$ cat src/rtl/sipo_pingpong.sv
// sipo_pingpong: serial-in/parallel-out frame buffer with two ping-pong banks.
// Beats of lanes_p elements fill one bank while the other bank holds a
// complete frame on a valid/yumi output.
// Optional build macro: SIPO_FLUSH_EN (adds flush_i for early frame close and
// zero-masks elements at or above count_o on data_o).
module sipo_pingpong #(
  parameter int width_p = 8,
  parameter int depth_p = 128,
  parameter int lanes_p = 1
) (
  input  logic                         clk_i,
  input  logic                         reset_i,
  input  logic                         valid_i,
  output logic                         ready_o,
  input  logic [lanes_p*width_p-1:0]   data_i,
  output logic                         valid_o,
  input  logic                         yumi_i,
`ifdef SIPO_FLUSH_EN
  input  logic                         flush_i,
`endif
  output logic [width_p*depth_p-1:0]   data_o,
  output logic [$clog2(depth_p+1)-1:0] count_o
);

  localparam int ptr_w = $clog2(depth_p);
  localparam int cnt_w = $clog2(depth_p+1);

  if (((depth_p % lanes_p) != 0) || (depth_p < 2*lanes_p)) begin : g_bad_params
    $error("sipo_pingpong: depth_p must be a multiple of lanes_p and >= 2*lanes_p");
  end

  logic [width_p-1:0]        mem_q [2][depth_p];
  logic                      wr_bank_q, wr_bank_d;
  logic                      rd_bank_q, rd_bank_d;
  logic [ptr_w-1:0]          wr_ptr_q, wr_ptr_d;
  logic [1:0]                full_q, full_d;
  logic [1:0][cnt_w-1:0]     cnt_q, cnt_d;

  logic             accept;
  logic             last_beat;
  logic             flush_close;
  logic             close;
  logic             yumi_eff;
  logic [cnt_w-1:0] close_cnt;

  assign ready_o   = ~full_q[wr_bank_q];
  assign accept    = valid_i & ready_o;
  assign last_beat = (wr_ptr_q == ptr_w'(depth_p - lanes_p));
  assign yumi_eff  = yumi_i & full_q[rd_bank_q];

`ifdef SIPO_FLUSH_EN
  // Early close needs something written, either already or on this beat.
  assign flush_close = flush_i & ((wr_ptr_q != '0) | accept);
`else
  assign flush_close = 1'b0;
`endif

  assign close     = (accept & last_beat) | flush_close;
  assign close_cnt = accept ? (cnt_w'(wr_ptr_q) + cnt_w'(lanes_p)) : cnt_w'(wr_ptr_q);

  // Next-state: consume frees the read bank, close fills the write bank.
  // They never target the same bank in one cycle, so both may apply.
  always_comb begin
    wr_bank_d = wr_bank_q;
    rd_bank_d = rd_bank_q;
    wr_ptr_d  = wr_ptr_q;
    full_d    = full_q;
    cnt_d     = cnt_q;
    if (yumi_eff) begin
      full_d[rd_bank_q] = 1'b0;
      rd_bank_d         = ~rd_bank_q;
    end
    if (close) begin
      full_d[wr_bank_q] = 1'b1;
      cnt_d[wr_bank_q]  = close_cnt;
      wr_bank_d         = ~wr_bank_q;
      wr_ptr_d          = '0;
    end else if (accept) begin
      wr_ptr_d = wr_ptr_q + ptr_w'(lanes_p);
    end
  end

  // Control state register; reset drops any partial or held frame.
  always_ff @(posedge clk_i or posedge reset_i) begin
    if (reset_i) begin
      wr_bank_q <= 1'b0;
      rd_bank_q <= 1'b0;
      wr_ptr_q  <= '0;
      full_q    <= '0;
      cnt_q     <= '0;
    end else begin
      wr_bank_q <= wr_bank_d;
      rd_bank_q <= rd_bank_d;
      wr_ptr_q  <= wr_ptr_d;
      full_q    <= full_d;
      cnt_q     <= cnt_d;
    end
  end

  // Bank storage, written one beat of lanes at a time; not reset.
  always_ff @(posedge clk_i) begin
    if (accept) begin
      for (int k = 0; k < lanes_p; k++) begin
        mem_q[wr_bank_q][wr_ptr_q + ptr_w'(k)] <= data_i[k*width_p +: width_p];
      end
    end
  end

  assign valid_o = full_q[rd_bank_q];
  assign count_o = valid_o ? cnt_q[rd_bank_q] : '0;

  // Flatten the read bank onto data_o, element 0 in the low bits.
  always_comb begin
    data_o = '0;
    for (int i = 0; i < depth_p; i++) begin
`ifdef SIPO_FLUSH_EN
      if (cnt_w'(i) < cnt_q[rd_bank_q]) begin
        data_o[i*width_p +: width_p] = mem_q[rd_bank_q][i];
      end
`else
      data_o[i*width_p +: width_p] = mem_q[rd_bank_q][i];
`endif
    end
  end

endmodule

$ cat config.mk
export PLATFORM = sky130hd
export DESIGN_NAME = sipo_pingpong
export DESIGN_NICKNAME = d
export VERILOG_FILES = /design/src/rtl/sipo_pingpong.sv
export SDC_FILE = /design/constraint.sdc
export NUM_CORES = 2
export LEC_CHECK = 0
export BUFFER_PORTS_ARGS = -buffer_cell sky130_fd_sc_hd__buf_2
export CORE_MARGIN = 5
export CORE_UTILIZATION = 40
export DETAILED_ROUTE_END_ITERATION = 12
export GPL_TIMING_DRIVEN = 0
export PLACE_DENSITY = 0.71
export SLEW_MARGIN = 20
export SYNTH_ARGS = -nofsm -noshare
export SYNTH_HDL_FRONTEND = slang
export SYNTH_SLANG_ARGS = --single-unit
$ cat constraint.sdc
create_clock -name clk_i -period 2.2 [get_ports clk_i]
set_input_delay 0.11 -clock clk_i [delete_from_list [all_inputs] [get_ports clk_i]]
set_output_delay 0.11 -clock clk_i [all_outputs]
set_load 0.01 [all_outputs]
# Yosys cells after proc, flatten, opt, wreduce, memory -nomap -nowiden
# Memories as Yosys holds them, arrays and structs flattened.
# Index checks and enable logic that the tools add are counted.
# classes
n_addsub	2
order_cmp	6
n_eq_ne	1
n_mux	23
bitwise_logic	10
n_reduce_logical	4
# ops
cell	count
$mux 1024	1
$demux 8 s7	1
$mux 8	6
$bwmux 16	1
$mux 7	2
$add 7x1->8 const B	1
$demux 8 s1	1
$ge 8x8->1 const B	1
$lt 8x1->1 const B	1
$not 7->8	1
$add 7x1->7 const B	1
$eq 7x7->1 const B	1
$mux 1	7
$lt 1x2->1 const B	2
$mux 2	2
$and 1x1->1	3
$logic_and 1x1->1	3
$not 1->1	3
$and 2x2->2	1
$demux 1 s1	2
$ge 1x1->1 const B	2
$not 2->2	1
$or 2x2->2	1
$reduce_bool 2->1	1
# totals
register_bits	27
ram_bits	2048
input_bits	12
out_inout_bits	1034
word_cells	53
mem_count	1
# mem_list
name	words	width	rd	rd_ports_with_merged_regs	wr	line_no	rtl
mem_q	2	1024	1	0	1	32	logic [width_p-1:0] mem_q [2][depth_p];

# Logic depth before layout (Yosys ltp)
# depth
depth_word	9
depth_mapped	6
depth_no_buf	4

# Least setup slack after synthesis
# No wires, ideal clock.
# synth_timing
kind	reg-to-reg
start	reg wr_ptr_q[3]
end	mem mem_q[1][856] in the netlist's numbering (enable)
setup_time_ns	0.383
arrival_ns	1.941
required_time_ns	1.817
setup_slack_ns	-0.125
path_stages_with_launch	5
n_path_buf	1
synth_period_minus_slack_ns	2.325
path_cell_list	dfrtp_1 > buf_4 > nor4b_1 > or3b_2 > nor3_1
# synth_via
elab_chain_cells	6
elab_cells_between_ends	7
cone_classes	order compare: 2; mux: 3; bitwise: 1; reduce/logical: 1
# synth_rtl
element	line_no	rtl
from (decl)	35	logic [ptr_w-1:0] wr_ptr_q, wr_ptr_d;
from (signal assigned)	94	wr_ptr_q <= wr_ptr_d;
$not 7->8 (implied by the code) *	104	mem_q[wr_bank_q][wr_ptr_q + ptr_w'(k)] <= data_i[k*width_p +: width_p];
$ge 8x8->1 (implied by the code) or $lt 8x1->1 (tied branches)	104	
$logic_and 1x1->1 (implied by the code)	104	
$mux 8 (implied by the code)	104	
$demux 8 s7 *	104	
$mux 1024 (implied by the code) *	104	
to (decl)	32	
# Every way passes the cells marked *; elsewhere a longest branch is shown, timed or not.

# Worst setup path in the final report
# layout_timing
start	reg wr_ptr_q[6]
end	mem mem_q[1][840] in the netlist's numbering (enable)
# Same word-level chain as after synthesis.

==> results_dict.tcl <==
set metrics [dict create \
    status "complete, but fails checks" \
    violations "negative setup slack" \
    fillers 14700 \
    synth_top_family_by_area "multiplexers" \
    period_needed_ps 2720 \
    yosysMostFrequentCell "edfxtp_1" \
    synth_compound_area_share_pct 0.194 \
    critPathLaunchType "flop" \
    drt-pass1-iter-count 5 \
    seq_area_sq_um 62200 \
    synthMuxAreaShare_pct 15.4 \
    synth_flop_cell "edfxtp_1" \
    place_inst 7238 \
    seq_area_frac_synth_pct 81.5 \
    clkTransAtPathRegs_ps 60 \
    grt_setup_unrepaired "true" \
    peakVddDrop_mv 0.743 \
    power_frac_comb_pct 16.6 \
    syn_area_sq_um 76300 \
    sw_frac_of_total_pct 25.6 \
    coreArea_sq_um 190000 \
    synth_edf_count 2048 \
    crit_fanout 10 \
    required_ps 2670 \
    slew_violations 0 \
    hpwlAfterDp_mm 156 \
    max_freq_mhz 367 \
    wire_per_inst_microns 30.3 \
    cts_buffers 203 \
    p_int_uw 70300 \
    clkPwrFrac_pct 36.8 \
    whs_ps 167 \
    drt-initial-drc-count 3744 \
    io_buffers 1045 \
    grt_pass1_wl_mm 312 \
    clockRootBuffer "clkbuf_16" \
    p_leak_uw 0.0331 \
    path_delay_family "simple AND/OR/NAND/NOR gates" \
    grt_pass1_vias 40300 \
    ys_ff_latch 2075 \
    seq_power_share_pct 46.6 \
    instances_no_fill 7726 \
    ctsHtreeMaxLevel 4 \
    synthAdderAreaFrac_pct 0.0164 \
    hold_path.class "in -> reg" \
    antenna_found_initial 5 \
    grt-ovfl-total 0 \
    synthTopCellsByArea "edfxtp_1, mux2_2, nor2_1" \
    p_sw_uw 24200 \
    cts_max_path_buffers 3 \
    die_h_microns 447 \
    synth_top_area_share_pct 80.6 \
    fp-row-count 160 \
    worstMarginPinSlew_ps 1100 \
    cpMaxStageDelayCell "nor2_1" \
    period_share_pct 124 \
    arrival_ps 3190 \
    critPathBufInv 1 \
    yosysUniqueCellTypes 42 \
    grt_max_degree 109 \
    synthXorXnorAreaFrac_pct 0.0459 \
    synthSimpleGateAreaFrac_pct 1.88 \
    post-place-ws_ps -1680 \
    clock-sinks 2075 \
    critPathKind "reg -> reg" \
    detail-route-antenna-nets 0 \
    finalWorstSetupSlack_ps -522 \
    area_growth_syn_to_layout_pct 28.3 \
    power_density_nw_per_um2 966 \
    insertion_delay_ps 850 \
    globalplace.congestion 0.838 \
    utilization_pct 51.5 \
    dieArea_sq_um 200000 \
    relSlewSlack_pct 25.9 \
    hold_viol 0 \
    drcViolationCount 0 \
    cp_slowest_stage_delay_ps 710 \
    num_vias 40200 \
    rrSetupSlack_ps -520 \
    synthesis.instances 3652 \
    wirelength_mm 234 \
    cap_violations 0 \
    fin_skew_ps 36.3 \
    grt_use_total_pct 22.4 \
    synth_area_per_cell_sq_um 20.9 \
    ys_async_sr_fraction_pct 1.30 \
    syn_nets 3665 \
    multi_input_area_sq_um 15400 \
    yosysWarnings 0 \
    path_cells "clkbuf_4, nor4b_1, or3b_2, nor2_1" \
    start_util_pct 40.2 \
    drive_above_1_share_pct 56.2 \
    fp.dieW_microns 447 \
    avgViaCountPerCell 5.20 \
    ys_top_cells_by_count "edfxtp_1, mux2_2, nor2_1" \
    setup_violations 2005 \
    end_kind "flop" \
    io_pins 1046 \
    cts_tree "done" \
    fin_nets 5060 \
    synth_top_cell_by_area "edfxtp_1" \
]
==> cell families (layout without fill, tap and decap cells) <==
kind of cell               after synthesis  count (layout)
DFF                                   2075            2075
AOI/OAI and AO/OA                       23              23
buffers and inverters                  167            1729
adders and majority gates                1               1
xor gates and xnor gates                 4               4
muxes                                 1041            1041
and+or+nand+nor                        341             341
other                                    0               1
==> layout by cell type (no fill, tap or decap), types with 38 or more instances in the layout <==
cell type  synthesis  final
buf_2            102    947
buf_12             0     72
mux2_2          1030    953
clkbuf_1          54     38
nor2_4             0    176
nor2_1           266     54
edfxtp_1        2048   2048
mux2_4             1     78
buf_6              1    122
clkbuf_16          0    233
buf_4              2     99
==> layer usage <==
layer	vias to the layer above	wire length, microns	GRT usage [%]
met1	20800	85000	26.5
met4	2	11600	9.66
met3	421	19500	6.23
li1	17100	-	-
met2	1802	118000	38.5
met5	-	9	0
==> sequential cells by signal, summed over array words and instances, names as in the netlist <==
register and cells:
cnt_q 16, full_q 2, mem_q 2048, rd_bank_q 1, wr_bank_q 1, wr_ptr_q 7
==> final cells by class <==
cell class	instances	share of cell area (%)
well taps	2511	3.21
diodes	1	0.00256
repair buffers	1191	8.34
inverters	8	0.0307
multi-input cells	1410	15.8
clock buffers	248	5.50
plain buffers	158	2.25
clock inverters	124	1.33
flip-flops and latches	2075	63.5
==> power by group through the flow <==
stage / clock [uW] / combinational (uW) / sequential, uW
2_1_floorplan: 0 / 6180 / 44800
3_3_place_gp: 0 / 12000 / 45000
3_5_place_dp: 0 / 12400 / 44800
4_1_cts: 35200 / 14200 / 44000
5_1_grt: 37000 / 16300 / 44000
6_report: 34700 / 15700 / 44000
==> metrics by stage <==
stage,power [uW],area (sq um),TNS [ps]
final,94500,97900,-490380
after detailed placement,57200,85600,-2554130
after floorplan,51000,76300,0
after global routing,97300,97900,-726090
after CTS,93500,95100,-1353930
after global placement,57000,84700,-
==> worst paths after layout <==
kind                        startpoint       endpoint  cells after the start
setup / recovery           wr_ptr_q[6]  mem_q[1][840]                      4
hold / removal                  yumi_i      rd_bank_q                      3
setup reg to reg           wr_ptr_q[6]  mem_q[1][840]                      4
hold reg to reg               cnt_q[6]       cnt_q[6]                      1
max in group asynchronous      reset_i      rd_bank_q                      4
min in group asynchronous      reset_i    wr_ptr_q[0]                      4
==> worst min-delay path, stage by stage <==
cell and delay, ps:
dlygate4sd3_1 580, buf_2 160, a31oi_1 100
==> timing repair <==
item                                    4_1_cts  5_1_grt
setup buffers                                18       63
pin swaps                                     7       46
hold buffers                                 11        1
hold endpoints to repair                    652       27
endpoints found under the setup margin     3085     3083
cloned                                       10       13
gates resized for setup                     711      458
(Power assumes the default switching activity.)
